--- src/rtl/fetch_pkg.sv ---
// Shared types and constants for the instruction-fetch stage.
package fetch_pkg;

  localparam int unsigned XLEN = 16;
  localparam int unsigned OPC_W = 5;

  localparam logic [XLEN-1:0]  RESET_PC_DEF  = 16'h0000;
  localparam logic [XLEN-1:0]  NOP_INSTR_DEF = 16'h0800;
  localparam logic [OPC_W-1:0] HALT_OPCODE   = 5'b00000;

  typedef enum logic [2:0] {
    S_IDLE,
    S_REQ,
    S_HOLD,
    S_DRAIN,
    S_HALT
  } fetch_state_e;

  // IF/ID payload handed to decode
  typedef struct packed {
    logic [XLEN-1:0] instr;
    logic [XLEN-1:0] pc;
    logic [XLEN-1:0] pc_plus_two;
  } ifid_t;

  function automatic logic is_halt(input logic [XLEN-1:0] instr);
    return instr[XLEN-1 -: OPC_W] == HALT_OPCODE;
  endfunction

endpackage

--- src/rtl/ifid_reg.sv ---
// IF/ID pipeline register: load enable, synchronous flush-to-bubble, async reset.
module ifid_reg
  import fetch_pkg::*;
#(
  parameter logic [XLEN-1:0] NOP_INSTR = NOP_INSTR_DEF
) (
  input  logic  clk,
  input  logic  rst_n,
  input  logic  load_i,
  input  logic  flush_i,
  input  ifid_t data_i,
  output ifid_t data_o,
  output logic  valid_o
);

  ifid_t data_q;
  logic  valid_q;

  // Flush wins over load so a redirect always leaves a bubble behind
  always_ff @(posedge clk or negedge rst_n) begin
    if (!rst_n) begin
      data_q.instr       <= NOP_INSTR;
      data_q.pc          <= '0;
      data_q.pc_plus_two <= '0;
      valid_q            <= 1'b0;
    end else if (flush_i) begin
      data_q.instr       <= NOP_INSTR;
      data_q.pc          <= '0;
      data_q.pc_plus_two <= '0;
      valid_q            <= 1'b0;
    end else if (load_i) begin
      data_q  <= data_i;
      valid_q <= 1'b1;
    end
  end

  assign data_o  = data_q;
  assign valid_o = valid_q;

endmodule

--- src/rtl/fetch_stage.sv ---
// Instruction-fetch stage: owns the PC, the imem request handshake and the IF/ID register.
module fetch_stage
  import fetch_pkg::*;
#(
  parameter logic [XLEN-1:0] RESET_PC  = RESET_PC_DEF,
  parameter logic [XLEN-1:0] NOP_INSTR = NOP_INSTR_DEF,
  parameter int unsigned     PC_INC    = 2
) (
  input  logic            clk,
  input  logic            rst_n,
  input  logic            pcWriteEn,
  input  logic            IFIDWriteEn,
  input  logic            if_flush,
  input  logic [XLEN-1:0] next_pc,
  output logic            imem_rd,
  output logic [XLEN-1:0] imem_addr,
  input  logic [XLEN-1:0] imem_data,
  input  logic            imem_done,
  output logic [XLEN-1:0] IFID_Instr,
  output logic [XLEN-1:0] IFID_PC,
  output logic [XLEN-1:0] IFID_PC_plus_two,
  output logic            IFID_valid,
  output logic            err
);

  fetch_state_e    state_q, state_d;
  logic [XLEN-1:0] pc_q, pc_d;
  logic [XLEN-1:0] req_addr_q, req_addr_d;
  logic [XLEN-1:0] hold_q, hold_d;
  logic            err_q, err_d;

  logic            advance, qflush;
  logic [XLEN-1:0] pc_plus;
  logic            deliver, issue;
  logic [XLEN-1:0] deliver_word, issue_addr;
  logic            ifid_load, ifid_flush;
  ifid_t           ifid_in, ifid_out;

  assign advance = pcWriteEn & IFIDWriteEn;
  // A flush with IF/ID frozen is dropped; decode re-raises it next cycle
  assign qflush  = if_flush & IFIDWriteEn;
  assign pc_plus = pc_q + XLEN'(PC_INC);

  always_ff @(posedge clk or negedge rst_n) begin
    if (!rst_n) begin
      state_q    <= S_IDLE;
      pc_q       <= RESET_PC;
      req_addr_q <= RESET_PC;
      hold_q     <= '0;
      err_q      <= 1'b0;
    end else begin
      state_q    <= state_d;
      pc_q       <= pc_d;
      req_addr_q <= req_addr_d;
      hold_q     <= hold_d;
      err_q      <= err_d;
    end
  end

  always_comb begin
    state_d      = state_q;
    pc_d         = pc_q;
    req_addr_d   = req_addr_q;
    hold_d       = hold_q;
    err_d        = err_q;
    ifid_flush   = 1'b0;
    ifid_load    = 1'b0;
    deliver      = 1'b0;
    deliver_word = hold_q;
    issue        = 1'b0;
    issue_addr   = pc_q;

    case (state_q)
      S_IDLE: begin
        issue = 1'b1;
        if (qflush) begin
          ifid_flush = 1'b1;
          pc_d       = next_pc;
          issue_addr = next_pc;
        end
      end
      S_REQ: begin
        if (qflush) begin
          ifid_flush = 1'b1;
          pc_d       = next_pc;
          if (imem_done) begin
            issue      = 1'b1;
            issue_addr = next_pc;
          end else begin
            state_d = S_DRAIN;
          end
        end else if (imem_done) begin
          if (advance) begin
            deliver      = 1'b1;
            deliver_word = imem_data;
          end else begin
            hold_d  = imem_data;
            state_d = S_HOLD;
          end
        end
      end
      S_HOLD: begin
        if (qflush) begin
          ifid_flush = 1'b1;
          pc_d       = next_pc;
          issue      = 1'b1;
          issue_addr = next_pc;
        end else if (advance) begin
          deliver = 1'b1;
        end
      end
      // Requests are never aborted: wait out the stale one, keep the newest target
      S_DRAIN: begin
        if (qflush) begin
          ifid_flush = 1'b1;
          pc_d       = next_pc;
        end else if (imem_done) begin
          issue      = 1'b1;
          issue_addr = pc_q;
        end
      end
      S_HALT: begin
        if (qflush) begin
          ifid_flush = 1'b1;
          pc_d       = next_pc;
          issue      = 1'b1;
          issue_addr = next_pc;
        end
      end
      default: state_d = S_IDLE;
    endcase

    if (deliver) begin
      ifid_load = 1'b1;
      pc_d      = pc_plus;
      if (is_halt(deliver_word)) begin
        state_d = S_HALT;
      end else begin
        issue      = 1'b1;
        issue_addr = pc_plus;
      end
    end

    // A misaligned target is never put on the bus
    if (issue) begin
      if (issue_addr[0]) begin
        err_d      = 1'b1;
        state_d    = S_HALT;
        ifid_flush = 1'b1;
      end else begin
        state_d    = S_REQ;
        req_addr_d = issue_addr;
      end
    end
  end

  assign ifid_in.instr       = deliver_word;
  assign ifid_in.pc          = pc_q;
  assign ifid_in.pc_plus_two = pc_plus;

  ifid_reg #(
    .NOP_INSTR (NOP_INSTR)
  ) u_ifid_reg (
    .clk     (clk),
    .rst_n   (rst_n),
    .load_i  (ifid_load),
    .flush_i (ifid_flush),
    .data_i  (ifid_in),
    .data_o  (ifid_out),
    .valid_o (IFID_valid)
  );

  assign imem_rd          = (state_q == S_REQ) || (state_q == S_DRAIN);
  assign imem_addr        = req_addr_q;
  assign IFID_Instr       = ifid_out.instr;
  assign IFID_PC          = ifid_out.pc;
  assign IFID_PC_plus_two = ifid_out.pc_plus_two;
  assign err              = err_q;

endmodule
--- config.mk ---
export PLATFORM = sky130hd
export DESIGN_NAME = fetch_stage
export DESIGN_NICKNAME = d
export VERILOG_FILES = /design/src/rtl/fetch_pkg.sv /design/src/rtl/ifid_reg.sv /design/src/rtl/fetch_stage.sv
export SDC_FILE = /design/constraint.sdc
export NUM_CORES = 1
export LEC_CHECK = 0
export BUFFER_PORTS_ARGS = -buffer_cell sky130_fd_sc_hd__buf_2
export CORE_ASPECT_RATIO = 0.8
export CORE_UTILIZATION = 50
export DETAILED_ROUTE_END_ITERATION = 10
export PLACE_DENSITY = 0.85
export RECOVER_POWER = 50
export SYNTH_ARGS = -nofsm -noshare
export SYNTH_HDL_FRONTEND = slang
export SYNTH_SLANG_ARGS = --single-unit
--- constraint.sdc ---
create_clock -name clk -period 2.3 [get_ports clk]
set_input_delay 0.23 -clock clk [delete_from_list [all_inputs] [get_ports clk]]
set_output_delay 0.23 -clock clk [all_outputs]
set_load 0.01 [all_outputs]
==> flow_summary.ini, run 1 <==
[clocking]
cts_buffers = 9
cts_buffer_depth = 2
tritoncts = yes
clock_sinks = 99
htreeDepth = 3
root_buffer = clkbuf_16
clk_latency_ns = 0.34
clkSlewWorstSetupHoldPaths_ns = 0.07

[logic_synthesis]
synth_top_area_share_pct = 50.3
synth_compound_area_share_pct = 16.2
synth_top_cell_by_area = dfrtp_1
syn_nets = 527
synth_most_common_cell = dfrtp_1
yosys.area_share.simple_pct = 14.4
ys_seq_area_share_pct = 50.9
yosys-top-cells-count = dfrtp_1 (98), nand2_1 (71), nor2_1 (51)
synth_adder_area_share_pct = 0.257
synth_area_leaders = dfrtp_1 (50%), mux2_2 (6.0%), nand2_1 (5.5%)
synth_xor_area_share_pct = 2.34
synth_area_sq_mm = 0.00487
yosysWarnings = 0
muxShareOfSynthArea_pct = 11.1
async_reset_ff_share_pct = 100
yosysUniqueCellTypes = 52
netlist_instances = 488
synth_top_family_by_area = compound AO/OA/AOI/OAI gates
syn_avg_cell_area_sq_um = 9.98
ys_ff_latch = 99
synthFlopType = dfrtp_1
synth_edf_count = 0

[outcome]
outcome = complete, but fails checks
failed_checks = design-rule violations

[sta]
slew_headroom_pct = 13.2
timing.final.ws_setup_ns = 0.0234
fmax_mhz = 439
worst_slew_pin_slew_ns = 1.30
rsz0062_at_grt = true
finalCriticalPeriod_ns = 2.28
setup-tns-final_ns = 0
hold_violations = 0
drv_slew = 0
finalCritPeriodShare_pct = 99.0
whs_ns = 0.135
setup_viol = 0
fin_skew_ns = 0.00617

[pwr]
power_density_mw_per_mm2 = 1080
power_frac_clock_pct = 22.7
power_frac_seq_pct = 41.8
vdd_drop_max_uv = 491
intPower_uw = 3970
power_frac_comb_pct = 35.5
p_leak_uw = 0.00263
p_sw_share_pct = 37.6
switchingPower_uw = 2400

[run]
drv_cap = 0

[floorplan]
ios = 105
die_x_um = 112
coreArea_sq_mm = 0.00927
num_rows = 31
start_util_pct = 52.5
die-area_sq_mm = 0.0101
die_h_um = 90.3

[global_route]
grt_antenna_before_repair = 0
grt_overflow = 0
grt_max_degree = 52
grt_pass1_vias = 4092
grt_util_all_layers_pct = 26.2
grt_pass1_wl_um = 20700

[placed_design]
pre_cts_ws_ns = 0.0642
place_congestion = 0.928
portBuffers = 103
dp_hpwl_um = 9130

[critical_path]
worst_path_max_delay_cell = dfrtp_1
crit_required_ns = 2.50
endpoint = imem_addr[12]
timing.rr.start = state_q[1]
crit_fanout = 9
crit_start = state_q[1]
worst_r2r_path_depth = 7
critPathKind = reg2reg
reg2reg_slack_ns = 0.02
endpoint_kind = flop
path_cells = nand3b_1 > a211oi_4 > o311a_1 > buf_4 > nor2_1 > a21oi_1 > o21ai_0
reg2reg_to = imem_addr[12]
slowest_delay_ns = 0.46
crit_arrival_ns = 2.47
critPathLaunchType = flop

[drt]
vias = 4205
drtIter0Drc = 410
wl_um = 12900
first_pass_iters = 8
ant_nets = 0
viasPerCell = 5.91
drc_errors = 6
wl_per_cell_um = 18.2

[hold_path]
hold_class = in2reg

[finish]
diodes = 0
syn_to_final_growth_pct = 20.6
layout.nets = 631
drive_above_1_share_pct = 27.0
n_fill_cell = 741
cell families after synthesis:
kind of cell | count (synthesis)
AND/OR/NAND/NOR | 161
AO/OA/AOI/OAI | 116
flip-flops | 99
multiplexers | 51
buffers and inverters | 46
XOR/XNOR | 13
adder cells (fa/ha/maj) | 1
other | 1
registers in the layout (all words and copies together), names as in the netlist:
name and count:
state_q 3, imem_addr 15, u_ifid_reg.valid_o 1, u_ifid_reg.data_o 47, pc_q 16, hold_q 16, err 1
layout make-up:
type / count / area (sq um) / area share (%)
clock buffer: 11 / 253 / 4.30
inverter: 6 / 22.5 / 0.383
multi-input combinational: 343 / 2200 / 37.4
tap: 115 / 144 / 2.45
timing repair buffer: 133 / 744 / 12.7
sequential: 99 / 2480 / 42.2
clock inverter: 4 / 33.8 / 0.575
worst min-delay path by stage:
stage,startpoint,slack (ns),cells after the start,end
after floorplan,rst_n,-0.07,0,err
after global placement,rst_n,0.14,1,hold_q[0]
after detailed placement,rst_n,0.15,1,hold_q[4]
after CTS,imem_data[2],0.13,2,hold_q[2]
after global routing,imem_data[0],0.14,2,hold_q[0]
final,imem_data[2],0.13,2,hold_q[2]
power groups by stage:
| stage | Clock (uW) | Sequential (uW) | Combinational [uW] |
|---|---|---|---|
| floorplan | 0 | 2590 | 1450 |
| global placement | 0 | 2620 | 2100 |
| detailed placement | 0 | 2660 | 2190 |
| CTS | 1470 | 2640 | 2230 |
| global route | 1530 | 2720 | 2460 |
| finish | 1450 | 2660 | 2260 |
metal layers:
metal	track usage, %	share of wire (%)	vias up
met5	0	0	-
met3	6.64	9.5	37
met1	34.6	41	2030
met4	11.1	2.2	0
li1	-	-	1926
met2	41.3	47	212
stage by stage:
step | area, sq um | std cells | total power [uW] | utilization [%]
finish | 5880 | 711 | 6370 | 63.4
global placement | 5590 | 695 | 4720 | 60.3
CTS | 5890 | 711 | 6330 | 63.5
global route | 5880 | 711 | 6710 | 63.4
floorplan | 4870 | 488 | 4040 | -
detailed placement | 5590 | 695 | 4850 | 60.3
layout by cell type (no fill, tap or decap), types with 9 or more instances in the layout:
cell type,count
mux2i_1,25
buf_4,24
a211oi_1,23
nor2_1,50
buf_2,71
clkbuf_1,32
nand2_1,71
o21ai_0,30
mux2_2,26
a21oi_1,25
clkbuf_16,9
dfrtp_1,98
repair_timing:
action / 4_1_cts / 5_1_grt
endpoints found under the hold margin: 21 / 0
setup buffers: 0 / 0
hold buffers: 1 / 0
gates resized for setup: 0 / 7
endpoints found under the setup margin: 0 / 20
worst max-delay path, delay by kind of cell (launching register included):
kind,cells,cell delay (ns)
buffers and inverters,1,0.19
AND/OR/NAND/NOR,2,0.33
flip-flops,1,0.46
AO/OA/AOI/OAI,4,1.16
(Power assumes the default switching activity.)
==> inputs of run 2 (changes only) <==
--- a/config.mk
+++ b/config.mk
@@ -5,11 +5,12 @@
 export SDC_FILE = /design/constraint.sdc
 export NUM_CORES = 1
 export LEC_CHECK = 0
+export ABC_AREA = 1
 export BUFFER_PORTS_ARGS = -buffer_cell sky130_fd_sc_hd__buf_2
 export CORE_ASPECT_RATIO = 0.8
 export CORE_UTILIZATION = 50
 export DETAILED_ROUTE_END_ITERATION = 10
-export PLACE_DENSITY = 0.85
+export PLACE_DENSITY = 0.84
 export RECOVER_POWER = 50
 export SYNTH_ARGS = -nofsm -noshare
 export SYNTH_HDL_FRONTEND = slang
==> flow_summary.ini, run 2 <==
[critical_path]
critPathLaunchType = flop
endpoint_kind = flop
crit_fanout = 64
crit_required_ns = 2.58
crit_arrival_ns = 2.43
critPathKind = reg2reg

[clocking]
clock_sinks = 99
htreeDepth = 3
cts_buffers = 9
tritoncts = yes
clk_latency_ns = 0.35
clkSlewWorstSetupHoldPaths_ns = 0.07
root_buffer = clkbuf_16
postCtsSetupBuffers = 0
cts_buffer_depth = 2

[placed_design]
dp_hpwl_um = 10800
place_congestion = 0.928
portBuffers = 103
pre_cts_ws_ns = 0.149

[finish]
drive_above_1_share_pct = 14.7
diodes = 0
syn_to_final_growth_pct = 16.1
layout.nets = 811
largest_reg_flops = 47
n_fill_cell = 961
multi_input_area_sq_mm = 0.00237
final_common_cell = nand2_1
ff_latch_area_sq_mm = 0.00248
final_cell_mix = nand2_1 (193), dfrtp_1 (98), nand4_1 (65)

[sta]
timing.final.ws_setup_ns = 0.148
hold_violations = 0
setup-tns-final_ns = 0
rsz0062_at_grt = true
finalCritPeriodShare_pct = 93.6
drv_slew = 0
fin_skew_ns = 0.0128
setup_viol = 0
fmax_mhz = 465
finalCriticalPeriod_ns = 2.15
slew_headroom_pct = 38.0
worst_slew_pin_slew_ns = 0.930

[logic_synthesis]
synth_most_common_cell = nand2_1
synth_area_sq_mm = 0.00535
ys_seq_area_share_pct = 46.3
syn_nets = 715
synthFlopType = dfrtp_1
yosys-top-cells-count = nand2_1 (193), dfrtp_1 (98), nand4_1 (65)
synth_edf_count = 0
netlist_instances = 676
syn_avg_cell_area_sq_um = 7.92
synth_top_cell_by_area = dfrtp_1
ys_ff_latch = 99
synth_area_leaders = dfrtp_1 (46%), nand2_1 (14%), nand4_1 (7.6%)
yosysUniqueCellTypes = 40
synth_top_area_share_pct = 45.8
async_reset_ff_share_pct = 100
yosysWarnings = 0

[pwr]
p_total_uw = 7550
power_density_mw_per_mm2 = 1210
vdd_drop_max_uv = 613
p_leak_uw = 0.00316

[drt]
first_pass_iters = 6
drtIter0Drc = 580
wl_per_cell_um = 16.6
ant_nets = 0
viasPerCell = 5.65
drc_errors = 0
vias = 5185
wl_um = 15200

[floorplan]
die_h_um = 94.5
ios = 105
num_rows = 33
start_util_pct = 51.9
coreArea_sq_mm = 0.0103
die_x_um = 118
die-area_sq_mm = 0.0111

[global_route]
grtUsageMet1_pct = 40.6
top_usage_layer = met2
grt_pass1_vias = 4773
grt_util_all_layers_pct = 28.0
grt_pass1_wl_um = 24400
use_met2_pct = 41.8
met3_usage_pct = 6.82
grt_overflow = 0
grt_antenna_before_repair = 0
grt_max_degree = 65

[outcome]
outcome = completed

[run]
drv_cap = 0

[hold_path]
hold_class = in2reg
## run 2: final cells by class
| class | instances | share of cell area [%] |
|---|---|---|
| sequential | 99 | 39.9 |
| multi-input combinational | 468 | 38.1 |
| timing repair buffer | 129 | 10.9 |
| inverter | 65 | 3.97 |
| clock buffer | 11 | 3.74 |
| tap | 140 | 2.82 |
| clock inverter | 5 | 0.604 |
## run 2: cells by family after synthesis
kind of cell | synth area share (%)
flops | 46.3
buf+inv | 9.54
other cells | 0.0701
xor+xnor | 1.80
simple gates | 28.4
fa+ha+maj | 0.234
compound gates | 13.6
## run 2: per-layer routing
metal  vias to the layer above  wire [um]
li1                       2474          -
met2                       267       6660
met3                        26       1390
met4                         0        232
met1                      2418       6950
met5                         -          0
## run 2: power by group
group	internal [uW]	switching (uW)	total, uW	leakage (uW)
combinational	1150	2230	3370	0.00175
clock	740	662	1400	0.000127
sequential	2290	484	2770	0.00129
## run 2: path summary, 6_finish.rpt
kind / startpoint / endpoint / slack, ns / cells past startpoint
worst max-delay path: state_q[2] / u_ifid_reg.data_o[23] / 0.15 / 12
worst min-delay path: imem_data[4] / hold_q[4] / 0.16 / 3
worst max register to register: state_q[2] / u_ifid_reg.data_o[23] / 0.15 / 12
worst min register to register: err / err / 0.47 / 2
max in group asynchronous: rst_n / pc_q[11] / 0.33 / 3
min in group asynchronous: rst_n / imem_addr[2] / 0.54 / 2
## run 2: stage by stage
step / utilization, % / area, sq um / hold WS (ns) / cells
after global routing: 60.2 / 6220 / 0.169 / 917
final: 60.2 / 6220 / 0.162 / 917
after CTS: 60.9 / 6290 / 0.156 / 917
after floorplan: - / 5350 / -0.0656 / 676
after detailed placement: 58.2 / 6010 / 0.223 / 900
after global placement: 58.2 / 6010 / 0.218 / 900
## run 2: critical path: stages (launching register included)
cell and delay [ns]:
dfrtp_1 0.44, inv_2 0.12, nand2_2 0.08, nor2_4 0.19, nand3_1 0.11, nand2_1 0.15
nand2_1 0.12, o21bai_4 0.18, nand2_1 0.08, nand2_2 0.10, buf_12 0.26, nand4_1 0.15
nand2_1 0.10
## run 2: timing repair
action                                  in CTS  in global routing
resized for setup                            0                  6
endpoints found under the hold margin       36                  0
hold buffers                                 1                  0
endpoints found under the setup margin       0                  7
